===== src/rtl/gpio_input_capture.sv =====
// GPIO input conditioner: two-flop synchroniser and per-bit debounce.
// Debounced changes are timestamped and queued for a valid/ready consumer.
module gpio_input_capture #(
    parameter int WIDTH           = 4,
    parameter int DEBOUNCE_CYCLES = 3,
    parameter int FIFO_DEPTH      = 4,
    parameter int TS_WIDTH        = 16
) (
    input  logic                          clk,
    input  logic                          rst,
    input  logic [WIDTH-1:0]              gpio_in,
    output logic [WIDTH-1:0]              stable_value,
    output logic                          evt_valid,
    input  logic                          evt_ready,
    output logic [WIDTH-1:0]              evt_value,
    output logic [WIDTH-1:0]              evt_changed,
    output logic [TS_WIDTH-1:0]           evt_ts,
    output logic [$clog2(FIFO_DEPTH):0]   evt_count,
    output logic                          overflow,
    input  logic                          clear_overflow
);

    localparam int PTR_W = $clog2(FIFO_DEPTH);
    localparam int CNT_W = 8;
    localparam logic [CNT_W-1:0] DB_LAST  = CNT_W'(DEBOUNCE_CYCLES - 1);
    localparam logic [CNT_W-1:0] CNT_ONE  = CNT_W'(1);
    localparam logic [PTR_W-1:0] PTR_ONE  = PTR_W'(1);
    localparam logic [PTR_W:0]   QCNT_ONE = (PTR_W + 1)'(1);
    localparam logic [PTR_W:0]   QCNT_MAX = (PTR_W + 1)'(FIFO_DEPTH);
    localparam logic [TS_WIDTH-1:0] TS_ONE = TS_WIDTH'(1);

    logic [WIDTH-1:0]    sync1_q, sync1_d;
    logic [WIDTH-1:0]    sync2_q, sync2_d;
    logic [WIDTH-1:0]    stable_q, stable_d;
    logic [TS_WIDTH-1:0] ts_q, ts_d;
    logic [PTR_W-1:0]    wr_ptr_q, wr_ptr_d;
    logic [PTR_W-1:0]    rd_ptr_q, rd_ptr_d;
    logic [PTR_W:0]      count_q, count_d;
    logic                overflow_q, overflow_d;

    logic [WIDTH-1:0]    val_mem_q [FIFO_DEPTH];
    logic [WIDTH-1:0]    chg_mem_q [FIFO_DEPTH];
    logic [TS_WIDTH-1:0] ts_mem_q  [FIFO_DEPTH];

    logic push, pop, full, accept, drop;

    // Each bit keeps its own run-length counter of cycles spent disagreeing with stable.
    generate
        for (genvar gi = 0; gi < WIDTH; gi++) begin : g_debounce
            logic [CNT_W-1:0] cnt_q, cnt_d;
            logic             stable_bit_d;

            always_comb begin
                cnt_d        = cnt_q;
                stable_bit_d = stable_q[gi];
                if (sync2_q[gi] == stable_q[gi]) begin
                    cnt_d = '0;
                end else if (cnt_q == DB_LAST) begin
                    stable_bit_d = sync2_q[gi];
                    cnt_d        = '0;
                end else begin
                    cnt_d = cnt_q + CNT_ONE;
                end
            end

            always_ff @(posedge clk) begin
                if (!rst) begin
                    cnt_q <= '0;
                end else begin
                    cnt_q <= cnt_d;
                end
            end

            assign stable_d[gi] = stable_bit_d;
        end
    endgenerate

    always_comb begin
        sync1_d = gpio_in;
        sync2_d = sync1_q;
        ts_d    = ts_q + TS_ONE;

        push   = (stable_d != stable_q);
        pop    = (count_q != '0) && evt_ready;
        full   = (count_q == QCNT_MAX);
        // A pop on a full queue frees the slot the simultaneous push needs.
        accept = push && (!full || pop);
        drop   = push && full && !pop;

        wr_ptr_d = accept ? wr_ptr_q + PTR_ONE : wr_ptr_q;
        rd_ptr_d = pop    ? rd_ptr_q + PTR_ONE : rd_ptr_q;

        count_d = count_q;
        if (accept && !pop) begin
            count_d = count_q + QCNT_ONE;
        end else if (!accept && pop) begin
            count_d = count_q - QCNT_ONE;
        end

        overflow_d = drop | (overflow_q & ~clear_overflow);
    end

    always_ff @(posedge clk) begin
        if (!rst) begin
            sync1_q    <= '0;
            sync2_q    <= '0;
            stable_q   <= '0;
            ts_q       <= '0;
            wr_ptr_q   <= '0;
            rd_ptr_q   <= '0;
            count_q    <= '0;
            overflow_q <= 1'b0;
            for (int i = 0; i < FIFO_DEPTH; i++) begin
                val_mem_q[i] <= '0;
                chg_mem_q[i] <= '0;
                ts_mem_q[i]  <= '0;
            end
        end else begin
            sync1_q    <= sync1_d;
            sync2_q    <= sync2_d;
            stable_q   <= stable_d;
            ts_q       <= ts_d;
            wr_ptr_q   <= wr_ptr_d;
            rd_ptr_q   <= rd_ptr_d;
            count_q    <= count_d;
            overflow_q <= overflow_d;
            if (accept) begin
                val_mem_q[wr_ptr_q] <= stable_d;
                chg_mem_q[wr_ptr_q] <= stable_d ^ stable_q;
                ts_mem_q[wr_ptr_q]  <= ts_q;
            end
        end
    end

    assign stable_value = stable_q;
    assign evt_valid    = (count_q != '0);
    assign evt_value    = val_mem_q[rd_ptr_q];
    assign evt_changed  = chg_mem_q[rd_ptr_q];
    assign evt_ts       = ts_mem_q[rd_ptr_q];
    assign evt_count    = count_q;
    assign overflow     = overflow_q;

endmodule

===== config.mk =====
export PLATFORM = sky130hd
export DESIGN_NAME = gpio_input_capture
export DESIGN_NICKNAME = d
export VERILOG_FILES = /design/src/rtl/gpio_input_capture.sv
export SDC_FILE = /design/constraint.sdc
export NUM_CORES = 1
export LEC_CHECK = 0
export CAP_MARGIN = 20
export CORE_MARGIN = 4
export CORE_UTILIZATION = 55
export DETAILED_ROUTE_END_ITERATION = 12
export PLACE_DENSITY = 0.74
export SYNTH_ARGS = -nofsm -noshare
export SYNTH_HDL_FRONTEND = slang
export SYNTH_SLANG_ARGS = --single-unit

===== constraint.sdc =====
create_clock -name clk -period 6.2 [get_ports clk]
set_input_delay 1.24 -clock clk [delete_from_list [all_inputs] [get_ports clk]]
set_output_delay 1.24 -clock clk [all_outputs]
set_load 0.01 [all_outputs]

==> flow_metrics.tcl <==
set metrics [dict create \
    status "finished clean" \
    finalHoldViolCount 0 \
    worstMarginPinSlew_ns 1.13 \
    cts_root_buf "clkbuf_16" \
    yosys.area.top_type "edfxtp_1" \
    yosysSeqAreaShare_pct 59.3 \
    cp.required_ns 6.32 \
    die_area_mm2 0.0150 \
    drt_iter0_markers 462 \
    finalPower_uw 2610 \
    max_slew_margin_pct 24.4 \
    setup_viol 0 \
    tritoncts "done" \
    drcViolationCount 0 \
    antenna_left 0 \
    rsz0062_at_grt "no" \
    powerDensity_mw_per_mm2 314 \
    critPathTopFamily "buffers and inverters" \
    yosysWarnings 0 \
    ys_types 40 \
    min_period_over_period_pct 62.4 \
    io_pins 41 \
    antenna_cells 0 \
    finalMaxSlewViolations 0 \
    gp_congestion 0.876 \
    endpoint_kind "register" \
    grt.total_usage_pct 21.0 \
    grt_pass1_wl_um 23600 \
    max_cap_violations 0 \
    start_kind "input pin" \
    grt_pass1_vias 4576 \
    synth_area_leaders "edfxtp_1 (40%), dfxtp_1 (19%), mux4_2 (7.5%)" \
    vias_per_cell 5.63 \
    path_clk_slew_ns 0.06 \
    finalSetupTns_ns 0 \
    clockBufferDepth 2 \
    cts_setup_buffers 0 \
    syn_area_mm2 0.00723 \
    postSynthAreaPerCell_um2 12.2 \
    final.min_clock_period_ns 3.87 \
    cts_inserted_buffers 17 \
    num_vias 4599 \
    antenna_found_initial 0 \
    holdBufCountCts 0 \
    crit_chain "clkdlybuf4s50_1, nand2b_1, nor2_1, nand2_2, o21ai_2, buf_4" \
    fin_worst_skew_ns 0.00716 \
    die_w_um 123 \
    clkSinkCount 166 \
    holdWs_ns 0.433 \
    htreeDepth 4 \
    slowest_delay_ns 1.07 \
    post_cts_resized 0 \
    async_flop_share_pct 0 \
    crit_path_top_delay_cell "clkdlybuf4s50_1" \
    synth_edf_count 96 \
    p_leak_uw 0.00287 \
    drive_above_1_share_pct 14.7 \
    grt.overflow.total 0 \
    wirelength_um 14500 \
    hpwl_um 9880 \
    worstPathMaxFanout 26 \
    drtPass1Iterations 5 \
    place_area_mm2 0.00775 \
    cp.arrival_ns 3.99 \
    core_area_mm2 0.0127 \
    synth_nets 611 \
    synthTopCellsByCount "nor2_1 (124), edfxtp_1 (96), dfxtp_1 (70), nand2_1 (32), nand3_1 (28)" \
    clkLatencyLatePin_ns 0.43 \
    synthToLayoutAreaGrowth_pct 15.1 \
    final_util_pct 65.4 \
    synthFlopType "edfxtp_1" \
    yosysTopAreaCellShare_pct 39.9 \
    cp_num_buf_inv 2 \
    synthCells 592 \
    path_class "input pin to register" \
    ir_worst_vdd_mv 0.229 \
    initial_core_util_pct 56.8 \
    yosysMostFrequentCell "nor2_1" \
    grt_max_degree 27 \
    nNetsFinal 651 \
    max_freq_mhz 258 \
    ys_ff_latch 166 \
    hp-class "register to register" \
    die_h_um 123 \
    finalInstanceArea_mm2 0.00832 \
    wire_per_inst_um 17.8 \
    fp-row-count 41 \
    port_buffers 40 \
]
-- per-stage QoR --
| step | std cells | worst slack (ns) |
|---|---|---|
| floorplan | 592 | 2.21 |
| global placement | 784 | 2.01 |
| detailed placement | 785 | 1.83 |
| CTS | 817 | 2.30 |
| global route | 817 | 2.06 |
| finish | 817 | 2.33 |
-- cells in the final DEF, fill, tap and decap left out, drive strengths merged, types with 4 or more instances in the layout --
master         netlist  final
nand4                4      4
nor2               124    124
xor2                24     24
nand2               36     36
mux4                24     24
o21ai                9      9
mux2i                5      5
and3                13     13
buf                 17      7
clkbuf               9     17
or3                  4      4
dfxtp               70     70
nor4                 6      6
and2                 9      9
edfxtp              96     96
a21oi                4      4
ha                  10     10
clkdlybuf4s50        0     40
o41ai                5      5
nand3               28     28
nor3                36     36
inv                 27     41
xnor2               20     20
-- path summary, 6_finish.rpt --
kind / start / end / slack, ns / cells after the start
setup / recovery: rst / val_mem_q[1][2] / 2.33 / 6
setup reg to reg: g_debounce[0].cnt_q[0] / val_mem_q[1][2] / 3.08 / 7
hold / removal: sync1_q[0] / sync2_q[0] / 0.43 / 1
hold reg to reg: sync1_q[0] / sync2_q[0] / 0.43 / 1
-- metal layers --
metal / wire length, um / up-vias / global-route usage (%)
li1: - / 2175 / -
met1: 6510 / 2248 / 28.5
met2: 6770 / 150 / 32.4
met3: 908 / 26 / 4.84
met4: 339 / 0 / 9.52
met5: 0 / - / 0
-- where the power goes --
group          internal, uW  switching [uW]
Sequential             1200            58.0
Clock                   538             473
Combinational           195             145
Total                  1940             676
-- layout make-up --
cell class                 instances  area (um2)
multi-input combinational        373        2690
tap                              172         215
clock buffer                      17         425
inverter                          27         101
fill                             970        4400
timing repair buffer              47         460
sequential                       166        4290
clock inverter                    15         144
-- kinds of logic (layout without fill, tap and decap cells) --
logic type                 after synthesis  after routing  share of synthesized area (%)
muxes                                   29             29                           8.17
and+or+nand+nor                        268            268                           18.6
DFF                                    166            166                           59.3
xor gates and xnor gates                44             44                           5.33
AOI/OAI and AO/OA                       21             21                           2.93
adders and majority gates               11             11                           2.01
buffers and inverters                   53            106                           3.71
-- state kept, by name, summed over array words and instances (netlist names), named ones only --
| name | flops |
|---|---|
| sync2_q | 4 |
| evt_count | 3 |
| g_debounce.cnt_q | 32 |
| stable_value | 4 |
| sync1_q | 4 |
| wr_ptr_q | 2 |
| val_mem_q | 16 |
| ts_q | 16 |
| overflow | 1 |
| ts_mem_q | 64 |
| chg_mem_q | 16 |
| rd_ptr_q | 2 |
(Power assumes the default switching activity.)
